File: src/rtl/cpu_pkg.sv
// rtl/cpu_pkg.sv - shared register-file widths, write request type and grant source encoding
package cpu_pkg;

  localparam int REG_ADDR_W = 5;
  localparam int DATA_W     = 32;
  localparam int NUM_REGS   = 32;
  localparam logic [REG_ADDR_W-1:0] REG_ZERO = '0;

  // One register-file write: destination and value ("reg" is a keyword, hence wreg).
  typedef struct packed {
    logic [REG_ADDR_W-1:0] wreg;
    logic [DATA_W-1:0]     data;
  } wb_req_t;

  // Which source owns the write port this cycle.
  typedef enum logic [1:0] {
    GNT_NONE = 2'd0,
    GNT_PIPE = 2'd1,
    GNT_HEAD = 2'd2
  } wb_gnt_e;

endpackage

File: src/rtl/wb_arbiter_if.sv
// rtl/wb_arbiter_if.sv - writeback arbiter bus: pipeline/long-unit requests, scoreboard, regfile write port
//
// slave  : arbiter side (consumes requests, drives the register file write port)
// master : environment side (pipeline, long unit, issue logic, decode)
// Optional macro WB_FWD_EN adds fwd_rd1/fwd_rd2 (in) and fwd_hit1/fwd_hit2 (out).
interface wb_arbiter_if;
  import cpu_pkg::*;

  logic                  pipe_wr_en;
  logic [REG_ADDR_W-1:0] pipe_wr_reg;
  logic [DATA_W-1:0]     pipe_wr_data;
  logic                  pipe_stall;
  logic                  lu_valid;
  logic                  lu_ready;
  logic [REG_ADDR_W-1:0] lu_reg;
  logic [DATA_W-1:0]     lu_data;
  logic                  issue_valid;
  logic [REG_ADDR_W-1:0] issue_reg;
  logic [NUM_REGS-1:0]   busy;
  logic [REG_ADDR_W-1:0] writeReg;
  logic [DATA_W-1:0]     writeData;
  logic                  regWrite;
`ifdef WB_FWD_EN
  logic [REG_ADDR_W-1:0] fwd_rd1;
  logic [REG_ADDR_W-1:0] fwd_rd2;
  logic                  fwd_hit1;
  logic                  fwd_hit2;
`endif

  modport slave (
    input  pipe_wr_en, pipe_wr_reg, pipe_wr_data,
    input  lu_valid, lu_reg, lu_data,
    input  issue_valid, issue_reg,
    output pipe_stall, lu_ready, busy,
    output writeReg, writeData, regWrite
`ifdef WB_FWD_EN
    , input fwd_rd1, fwd_rd2,
    output fwd_hit1, fwd_hit2
`endif
  );

  modport master (
    output pipe_wr_en, pipe_wr_reg, pipe_wr_data,
    output lu_valid, lu_reg, lu_data,
    output issue_valid, issue_reg,
    input  pipe_stall, lu_ready, busy,
    input  writeReg, writeData, regWrite
`ifdef WB_FWD_EN
    , output fwd_rd1, fwd_rd2,
    input fwd_hit1, fwd_hit2
`endif
  );

endinterface

File: src/rtl/wb_lu_fifo.sv
// rtl/wb_lu_fifo.sv - circular buffer of long-unit writeback results
//
// Ports: clk, rst (sync active-high), push_i/push_data_i (enqueue), pop_i (dequeue head),
//        head_o (oldest entry), count_o (occupancy 0..DEPTH), empty_o.
// DEPTH must be a power of two >= 2 so the pointers wrap by plain overflow.
// The caller never pushes when full nor pops when empty.
module wb_lu_fifo
  import cpu_pkg::*;
#(
  parameter int DEPTH = 2
) (
  input  logic                     clk,
  input  logic                     rst,
  input  logic                     push_i,
  input  wb_req_t                  push_data_i,
  input  logic                     pop_i,
  output wb_req_t                  head_o,
  output logic [$clog2(DEPTH):0]   count_o,
  output logic                     empty_o
);

  localparam int AW = $clog2(DEPTH);

  wb_req_t       mem_q [DEPTH];
  logic [AW-1:0] wr_ptr_q, wr_ptr_d;
  logic [AW-1:0] rd_ptr_q, rd_ptr_d;
  logic [AW:0]   count_q, count_d;

  always_comb begin
    wr_ptr_d = wr_ptr_q;
    rd_ptr_d = rd_ptr_q;
    count_d  = count_q;
    if (push_i) wr_ptr_d = wr_ptr_q + 1'b1;
    if (pop_i)  rd_ptr_d = rd_ptr_q + 1'b1;
    case ({push_i, pop_i})
      2'b10:   count_d = count_q + 1'b1;
      2'b01:   count_d = count_q - 1'b1;
      default: count_d = count_q;
    endcase
  end

  always_ff @(posedge clk) begin
    if (rst) begin
      wr_ptr_q <= '0;
      rd_ptr_q <= '0;
      count_q  <= '0;
    end else begin
      wr_ptr_q <= wr_ptr_d;
      rd_ptr_q <= rd_ptr_d;
      count_q  <= count_d;
      if (push_i) mem_q[wr_ptr_q] <= push_data_i;
    end
  end

  assign head_o  = mem_q[rd_ptr_q];
  assign count_o = count_q;
  assign empty_o = (count_q == '0);

endmodule

File: src/rtl/wb_arbiter.sv
// rtl/wb_arbiter.sv - register file write-port arbiter with long-unit buffer, starvation stall and busy scoreboard
//
// Ports: clk, rst (sync active-high), bus (wb_arbiter_if.slave):
//   pipe_wr_en/pipe_wr_reg/pipe_wr_data in, pipe_stall out (registered)
//   lu_valid/lu_reg/lu_data in, lu_ready out (buffer not full)
//   issue_valid/issue_reg in, busy[31:0] out (outstanding long-unit destinations)
//   writeReg/writeData/regWrite out (registered, committed by the regfile at negedge)
// Optional macro WB_FWD_EN: fwd_rd1/fwd_rd2 in, fwd_hit1/fwd_hit2 out (hit on the in-flight write).
module wb_arbiter
  import cpu_pkg::*;
#(
  parameter int LU_DEPTH     = 2,
  parameter int STARVE_LIMIT = 4
) (
  input  logic         clk,
  input  logic         rst,
  wb_arbiter_if.slave  bus
);

  localparam int CW    = $clog2(LU_DEPTH) + 1;
  localparam int CNT_W = $clog2(STARVE_LIMIT + 1);

  wb_req_t               lu_req, head, sel;
  logic [CW-1:0]         count;
  logic                  empty, push, pop;
  wb_gnt_e               gnt;

  logic                  regWrite_q, regWrite_d;
  logic [REG_ADDR_W-1:0] writeReg_q, writeReg_d;
  logic [DATA_W-1:0]     writeData_q, writeData_d;
  logic                  stall_q, stall_d;
  logic [CNT_W-1:0]      cnt_q, cnt_d;
  logic [NUM_REGS-1:0]   busy_q, busy_d;

  assign lu_req.wreg  = bus.lu_reg;
  assign lu_req.data  = bus.lu_data;
  // Ready comes from the pre-pop count, so a full buffer never accepts even while popping.
  assign bus.lu_ready = (count != CW'(LU_DEPTH));
  assign push         = bus.lu_valid && bus.lu_ready;
  assign pop          = (gnt == GNT_HEAD);

  wb_lu_fifo #(.DEPTH(LU_DEPTH)) u_lu_fifo (
    .clk         (clk),
    .rst         (rst),
    .push_i      (push),
    .push_data_i (lu_req),
    .pop_i       (pop),
    .head_o      (head),
    .count_o     (count),
    .empty_o     (empty)
  );

  // A stall cycle belongs to the buffer head; upstream re-presents its write afterwards.
  always_comb begin
    gnt = GNT_NONE;
    if (stall_q && !empty)   gnt = GNT_HEAD;
    else if (bus.pipe_wr_en) gnt = GNT_PIPE;
    else if (!empty)         gnt = GNT_HEAD;
  end

  // Writes to r0 are consumed but never reach the register file.
  always_comb begin
    sel.wreg    = bus.pipe_wr_reg;
    sel.data    = bus.pipe_wr_data;
    if (gnt == GNT_HEAD) sel = head;
    regWrite_d  = (gnt != GNT_NONE) && (sel.wreg != REG_ZERO);
    writeReg_d  = writeReg_q;
    writeData_d = writeData_q;
    if (gnt != GNT_NONE) begin
      writeReg_d  = sel.wreg;
      writeData_d = sel.data;
    end
  end

  // Counts consecutive lost arbitrations of a waiting head. The loss that brings it to
  // STARVE_LIMIT raises pipe_stall for the following cycle and restarts the count.
  always_comb begin
    stall_d = 1'b0;
    cnt_d   = '0;
    if (!empty && !pop) begin
      if (cnt_q == CNT_W'(STARVE_LIMIT - 1)) stall_d = 1'b1;
      else                                   cnt_d   = cnt_q + 1'b1;
    end
  end

  // Clear on head retirement first so a same-cycle issue to that register wins.
  always_comb begin
    busy_d = busy_q;
    if (pop)             busy_d[head.wreg]     = 1'b0;
    if (bus.issue_valid) busy_d[bus.issue_reg] = 1'b1;
    busy_d[REG_ZERO] = 1'b0;
  end

  always_ff @(posedge clk) begin
    if (rst) begin
      regWrite_q  <= 1'b0;
      writeReg_q  <= '0;
      writeData_q <= '0;
      stall_q     <= 1'b0;
      cnt_q       <= '0;
      busy_q      <= '0;
    end else begin
      regWrite_q  <= regWrite_d;
      writeReg_q  <= writeReg_d;
      writeData_q <= writeData_d;
      stall_q     <= stall_d;
      cnt_q       <= cnt_d;
      busy_q      <= busy_d;
    end
  end

  assign bus.regWrite   = regWrite_q;
  assign bus.writeReg   = writeReg_q;
  assign bus.writeData  = writeData_q;
  assign bus.pipe_stall = stall_q;
  assign bus.busy       = busy_q;

`ifdef WB_FWD_EN
  assign bus.fwd_hit1 = regWrite_q && (writeReg_q == bus.fwd_rd1) && (writeReg_q != REG_ZERO);
  assign bus.fwd_hit2 = regWrite_q && (writeReg_q == bus.fwd_rd2) && (writeReg_q != REG_ZERO);
`endif

endmodule

File: src/flat_wrapper.sv
// flat-port wrapper written by rule: the top's interface ports become plain ports
module wb_arbiter_flat import cpu_pkg::*;
#(
  parameter int LU_DEPTH     = 2,
  parameter int STARVE_LIMIT = 4
)
  (clk, rst, bus_pipe_wr_en, bus_pipe_wr_reg, bus_pipe_wr_data, bus_lu_valid, bus_lu_reg, bus_lu_data, bus_issue_valid, bus_issue_reg, bus_pipe_stall, bus_lu_ready, bus_busy, bus_writeReg, bus_writeData, bus_regWrite);
  wb_arbiter_if bus_i ();
  input  logic clk;
  input  logic rst;
  input wire logic [$bits(bus_i.pipe_wr_en)-1:0] bus_pipe_wr_en;
  input wire logic [$bits(bus_i.pipe_wr_reg)-1:0] bus_pipe_wr_reg;
  input wire logic [$bits(bus_i.pipe_wr_data)-1:0] bus_pipe_wr_data;
  input wire logic [$bits(bus_i.lu_valid)-1:0] bus_lu_valid;
  input wire logic [$bits(bus_i.lu_reg)-1:0] bus_lu_reg;
  input wire logic [$bits(bus_i.lu_data)-1:0] bus_lu_data;
  input wire logic [$bits(bus_i.issue_valid)-1:0] bus_issue_valid;
  input wire logic [$bits(bus_i.issue_reg)-1:0] bus_issue_reg;
  output wire logic [$bits(bus_i.pipe_stall)-1:0] bus_pipe_stall;
  output wire logic [$bits(bus_i.lu_ready)-1:0] bus_lu_ready;
  output wire logic [$bits(bus_i.busy)-1:0] bus_busy;
  output wire logic [$bits(bus_i.writeReg)-1:0] bus_writeReg;
  output wire logic [$bits(bus_i.writeData)-1:0] bus_writeData;
  output wire logic [$bits(bus_i.regWrite)-1:0] bus_regWrite;
  assign bus_i.pipe_wr_en = bus_pipe_wr_en;
  assign bus_i.pipe_wr_reg = bus_pipe_wr_reg;
  assign bus_i.pipe_wr_data = bus_pipe_wr_data;
  assign bus_i.lu_valid = bus_lu_valid;
  assign bus_i.lu_reg = bus_lu_reg;
  assign bus_i.lu_data = bus_lu_data;
  assign bus_i.issue_valid = bus_issue_valid;
  assign bus_i.issue_reg = bus_issue_reg;
  assign bus_pipe_stall = bus_i.pipe_stall;
  assign bus_lu_ready = bus_i.lu_ready;
  assign bus_busy = bus_i.busy;
  assign bus_writeReg = bus_i.writeReg;
  assign bus_writeData = bus_i.writeData;
  assign bus_regWrite = bus_i.regWrite;
  wb_arbiter #(.LU_DEPTH(LU_DEPTH), .STARVE_LIMIT(STARVE_LIMIT)) u_core (.clk(clk), .rst(rst), .bus(bus_i));
endmodule
File: config.mk
export PLATFORM = sky130hd
export DESIGN_NAME = wb_arbiter_flat
export DESIGN_NICKNAME = d
export VERILOG_FILES = /design/src/rtl/cpu_pkg.sv /design/src/rtl/wb_arbiter_if.sv /design/src/rtl/wb_lu_fifo.sv /design/src/rtl/wb_arbiter.sv /design/src/flat_wrapper.sv
export SDC_FILE = /design/constraint.sdc
export NUM_CORES = 1
export LEC_CHECK = 0
export CAP_MARGIN = 20
export CORE_MARGIN = 2
export CORE_UTILIZATION = 45
export DETAILED_ROUTE_END_ITERATION = 6
export PLACE_DENSITY = 0.74
export RECOVER_POWER = 25
export SETUP_SLACK_MARGIN = 0.4
export SYNTH_ARGS = -nofsm -noshare
export SYNTH_HDL_FRONTEND = slang
export SYNTH_SLANG_ARGS = --single-unit
File: constraint.sdc
create_clock -name clk -period 5.1 [get_ports clk]
set_clock_uncertainty 0.05 [all_clocks]
set_input_delay 0.765 -clock clk [delete_from_list [all_inputs] [get_ports clk]]
set_output_delay 0.765 -clock clk [all_outputs]
set_load 0.03 [all_outputs]
==> results of run 1 <==
kinds of logic after synthesis:
family | Yosys count | synth area share, %
AO/OA/AOI/OAI | 120 | 10.2
XOR/XNOR | 4 | 0.566
adder cells (fa/ha/maj) | 3 | 0.607
buffers and inverters | 43 | 3.54
flip-flops | 152 | 61.2
multiplexers | 38 | 6.19
other | 1 | 0.0606
AND/OR/NAND/NOR | 221 | 17.7
worst max path at each step:
stage                                startpoint                           end  slack (ps)  cells after the start
floorplan                                   rst  u_core.u_lu_fifo.mem_q[1][0]         430                      4
global placement                 bus_pipe_wr_en   u_core.u_lu_fifo.count_o[1]        2100                      7
detailed placement               bus_pipe_wr_en   u_core.u_lu_fifo.count_o[1]        2020                      7
CTS                 u_core.u_lu_fifo.count_o[0]   u_core.u_lu_fifo.count_o[1]        2120                      6
global route        u_core.u_lu_fifo.count_o[0]   u_core.u_lu_fifo.count_o[1]        1960                      6
finish              u_core.u_lu_fifo.count_o[0]   u_core.u_lu_fifo.count_o[1]        2140                      6
cells in the mapped netlist (2+ instances only):
cell type	count
nor2b_1	34
nor3b_1	4
o22ai_1	2
mux2i_1	36
nand2b_1	2
o21ai_0	101
o21ai_1	4
nand3_1	36
buf_6	4
dfxtp_1	78
buf_1	7
a21oi_1	3
mux2_2	2
nor4b_1	4
inv_1	4
and4b_1	2
xor2_1	2
buf_2	12
clkbuf_1	11
nor2_1	14
edfxtp_1	74
buf_4	3
and3b_1	2
ha_1	3
xnor2_1	2
a31oi_1	5
nor3_1	4
nand4_1	5
nor4bb_1	4
or3_1	2
nand2_1	102
through the flow:
step | total power, mW | setup WS [ps]
after floorplan | 2.32 | 434
after global placement | 2.68 | 2100
after detailed placement | 2.72 | 2020
after CTS | 3.95 | 2120
after global routing | 4.09 | 1960
final | 3.91 | 2140
layer usage:
| layer | vias to the layer above | wire (um) | share of wire, % |
|---|---|---|---|
| met5 | - | 0 | 0 |
| met2 | 173 | 7430 | 48 |
| met4 | 0 | 200 | 1.3 |
| met3 | 15 | 1180 | 7.7 |
| met1 | 2294 | 6540 | 43 |
| li1 | 2348 | - | - |
power breakdown:
part           internal, mW  leakage (nW)  total, mW  switching (mW)
combinational         0.424          1.44       1.11           0.685
sequential             1.46          1.32       1.58           0.115
clock                 0.743         0.276       1.23           0.482
worst max-delay path, cell delays in order (launching register included):
cell	delay, ps
dfxtp_1	410
or2_2	760
nand2_2	170
inv_2	540
ha_1	390
or3_1	380
a21oi_1	170
registers in the layout (all words and copies together), names as in the netlist, named ones only:
signal	cells
u_core.bus.regWrite	1
u_core.cnt_q	3
u_core.u_lu_fifo.mem_q	74
u_core.u_lu_fifo.rd_ptr_q	1
u_core.u_lu_fifo.wr_ptr_q	1
u_core.bus.writeReg	5
u_core.bus.writeData	32
u_core.u_lu_fifo.count_o	2
u_core.bus.busy	31
u_core.bus.pipe_stall	1
layout make-up:
cell class / count / area, um2
tap: 176 / 220
timing repair buffer: 164 / 1620
inverter: 5 / 18.8
antenna: 1 / 2.50
sequential: 152 / 3780
clock buffer: 19 / 454
fill: 1100 / 4930
multi-input combinational: 387 / 2200
clock inverter: 12 / 128
==> flow_metrics.tcl, run 1 <==
set metrics [dict create \
    holdWs_ps 375 \
    die_area_um2 14700 \
    first_iter_violations 363 \
    grt-ovfl-total 0 \
    cts.hold.buffers_added 0 \
    design.core.area_um2 13300 \
    yosysWarnings 0 \
    ys.flop_type "dfxtp_1" \
    clk_latency_ps 420 \
    grt_max_degree 44 \
    syn_area_um2 6190 \
    finalCriticalPeriod_ps 2960 \
    cellPowerDensity_nw_per_um2 464 \
    tritoncts "yes" \
    num_rows 42 \
    cts_root_buf "clkbuf_16" \
    busiest_layer "met2" \
    ff2ff_path_depth 6 \
    vias 4830 \
    placed_cells 884 \
    avgSynthCellArea_um2 10.6 \
    synth_seq_cells 152 \
    worst_pin_slew_ps 932 \
    die_x_um 121 \
    final_nets 814 \
    drive_gt1_share_pct 6.90 \
    yosys.area.top_type "edfxtp_1" \
    cp_max_fo 43 \
    whs_path_depth 1 \
    start_util_pct 46.3 \
    final_cell_mix "clkdlybuf4s50_1 (117), nand2_1 (102), o21ai_0 (101)" \
    rrSetupSlack_ps 2140 \
    ios 156 \
    via_per_inst 5.27 \
    grt_setup_unrepaired "false" \
    htree_num_levels 4 \
    stdcell_count 916 \
    synth.top_cell.area_share_pct 35.9 \
    fin_area_um2 8420 \
    finalSetupTns_ps 0 \
    grt_pass1_wl_mm 24.2 \
    reg2reg_from "u_core.u_lu_fifo.count_o[0]" \
    leakagePower_nw 3.03 \
    post_dp_cell_area_um2 7840 \
    status "complete, no violations" \
    die_y_um 121 \
    fin_util_pct 63.1 \
    syn_nets 669 \
    grt_util_met1_pct 26.1 \
    grtUsageMet2_pct 36.4 \
    yosys-top-cells-area "edfxtp_1 (36%), dfxtp_1 (25%), o21ai_0 (8.2%), nand2_1 (6.2%), mux2i_1 (5.8%)" \
    area_delta_synth_final_pct 36.1 \
    post_cts_resized 0 \
    clock_sinks 152 \
    cp-start-kind "flop" \
    post-cts-setup-buffers 0 \
    port_buffers 154 \
    postRouteAntennaNets 0 \
    synth-async-reset-ratio_pct 0 \
    hold_viol_final 0 \
    drc 0 \
    critPathCaptureType "flop" \
    relSlewSlack_pct 37.9 \
    critPathKind "flop to flop" \
    hold_start "u_core.cnt_q[0]" \
    yosysSeqAreaShare_pct 61.2 \
    use_met3_pct 6.63 \
    final-max-slew-violation-count 0 \
    crit_required_ps 5390 \
    grt_usage_pct 21.6 \
    finalSetupViolCount 0 \
    r2r_end "u_core.u_lu_fifo.count_o[1]" \
    max_cap_viol_count 0 \
    dpl.hpwl_mm 10.2 \
    cts_made_buffers 17 \
    timing.fmax_mhz 337 \
    critPathArrivalTime_ps 3250 \
    antenna_found_initial 1 \
    period_share_pct 58.1 \
    place.gp.congestion 0.853 \
    wl_per_cell_um 16.8 \
    clockBufferDepth 2 \
    clk_pin_slew_ps 60 \
    wl_mm 15.3 \
    final_common_cell "clkdlybuf4s50_1" \
    hold_class "flop to flop" \
    synth_cell_type_count 45 \
    syn_inst 582 \
    ir_drop_v 0.000250 \
    synth_edf_count 74 \
    whs_endpoint "u_core.cnt_q[0]" \
    drtPass1Iterations 5 \
    grt_pass1_vias 4952 \
]
Power figures use the tool's default switching activity.
==> run 2: changes to the inputs <==
==> constraint.sdc (replaced) <==
create_clock -name clk -period 3 [get_ports clk]
set_clock_uncertainty 0.05 [all_clocks]
set_input_delay 0.45 -clock clk [delete_from_list [all_inputs] [get_ports clk]]
set_output_delay 0.45 -clock clk [all_outputs]
set_load 0.03 [all_outputs]
==> run 2 against run 1 <==
  * Setup slack got worse by 1300 ps
  * Core utilization up 0.60 points
  * Design area up 0.95%
  * Combinational power increased by 74%
  * Clock-buffer cell count is 2 higher
  * Sequential power rose by 70%
  * Register-to-register slack got worse by 1300 ps
  * Global-route usage down 0.30 points
  * Flip-flop and latch count stayed put
  * Routed wire length down 0.45%
  * Sequential share of layout area shrank 0.42 points
  * Total power grew 74%
==> flow_metrics.tcl, run 2 (synthesis gave the netlist of run 1 again) <==
set metrics [dict create \
    status "complete, no violations" \
    clk_pin_slew_ps 60 \
    via_per_inst 5.35 \
    grt_setup_unrepaired "false" \
    cp-start-kind "flop" \
    startpoint "u_core.u_lu_fifo.count_o[0]" \
    dpl.hpwl_mm 10.5 \
    grt_pass1_wl_mm 24.0 \
    final_common_cell "clkdlybuf4s50_1" \
    pre_cts_ws_ps 547 \
    ff2ff_path_depth 4 \
    largest_reg_flops 74 \
    tritoncts "yes" \
    grt_pass1_vias 4823 \
    cts.hold.buffers_added 0 \
    fin_area_um2 8500 \
    die_x_um 121 \
    ios 156 \
    hold_start "u_core.cnt_q[0]" \
    post_dp_cell_area_um2 7880 \
    num_rows 42 \
    hold_class "flop to flop" \
    period_share_pct 72.5 \
    worst_slack_ps 824 \
    fin_util_pct 63.7 \
    cts_root_buf "clkbuf_16" \
    cellPowerDensity_nw_per_um2 801 \
    worst_pin_slew_ps 1020 \
    leakagePower_nw 3.07 \
    critPathArrivalTime_ps 1680 \
    start_util_pct 46.3 \
    critPathCaptureType "output pin" \
    area_delta_synth_final_pct 37.4 \
    whs_path_depth 1 \
    grt-ovfl-total 0 \
    final_nets 818 \
    clock_sinks 152 \
    drtPass1Iterations 6 \
    die_area_um2 14700 \
    finalSetupTns_ps 0 \
    critPathKind "flop to output pin" \
    stdcell_count 922 \
    top_register "u_core.u_lu_fifo.mem_q" \
    max_cap_viol_count 0 \
    crit_required_ps 2500 \
    first_iter_violations 388 \
    htree_num_levels 4 \
    timing.fmax_mhz 460 \
    place.gp.congestion 0.833 \
    finalCriticalPeriod_ps 2180 \
    placed_cells 888 \
    antenna_found_initial 1 \
    final-max-slew-violation-count 0 \
    wl_mm 15.3 \
    post-cts-setup-buffers 0 \
    drc 0 \
    design.core.area_um2 13300 \
    die_y_um 121 \
    cp_max_fo 5 \
    finalSetupViolCount 0 \
    wl_per_cell_um 16.6 \
    clk_latency_ps 420 \
    vias 4931 \
    relSlewSlack_pct 32.2 \
    clockBufferDepth 2 \
    final_cell_mix "clkdlybuf4s50_1 (117), nand2_1 (102), o21ai_0 (101)" \
    reg2reg_from "u_core.u_lu_fifo.count_o[0]" \
    grt_max_degree 43 \
    postRouteAntennaNets 0 \
    post_cts_resized 0 \
    grt_usage_pct 21.3 \
    ir_drop_v 0.000617 \
    cts_made_buffers 17 \
    hold_viol_final 0 \
    drive_gt1_share_pct 7.26 \
    port_buffers 154 \
]
==> run 2: area by class of cell <==
cell class	instances	area, um2
fillers	1098	4850
flip-flops and latches	152	3780
multi-input cells	387	2210
repair buffers	168	1650
clock buffers	21	470
well taps	176	220
clock inverters	11	146
inverters	5	18.8
diodes	2	5.00
==> run 2: worst max-delay path: stages (launching register included) <==
cell and delay [ps]:
dfxtp_1 420, nand2b_1 160, clkdlybuf4s50_1 680
==> run 2: routing by layer <==
layer,vias up,wire (um),track usage (%)
met5,-,0,0
met1,2324,6310,26.4
met3,33,1380,6.53
met4,0,367,9.05
li1,2361,-,-
met2,213,7220,34.7
==> run 2: worst paths after layout <==
path	endpoint	slack (ps)
setup / recovery	bus_lu_ready	820
hold / removal	u_core.cnt_q[0]	370
setup reg to reg	u_core.bus.writeData[16]	840
hold reg to reg	u_core.cnt_q[0]	370
==> run 2: power by group <==
group | total [mW] | switching [mW] | internal, mW
Clock | 2.20 | 0.826 | 1.37
Sequential | 2.68 | 0.199 | 2.48
Combinational | 1.93 | 1.18 | 0.748
Total | 6.81 | 2.21 | 4.60
==> run 2: stage by stage <==
stage / power [mW] / hold WS (ps)
after floorplan: 3.95 / 349
after global placement: 4.60 / 357
after detailed placement: 4.66 / 367
after CTS: 6.86 / 378
after global routing: 7.12 / 395
final: 6.81 / 373
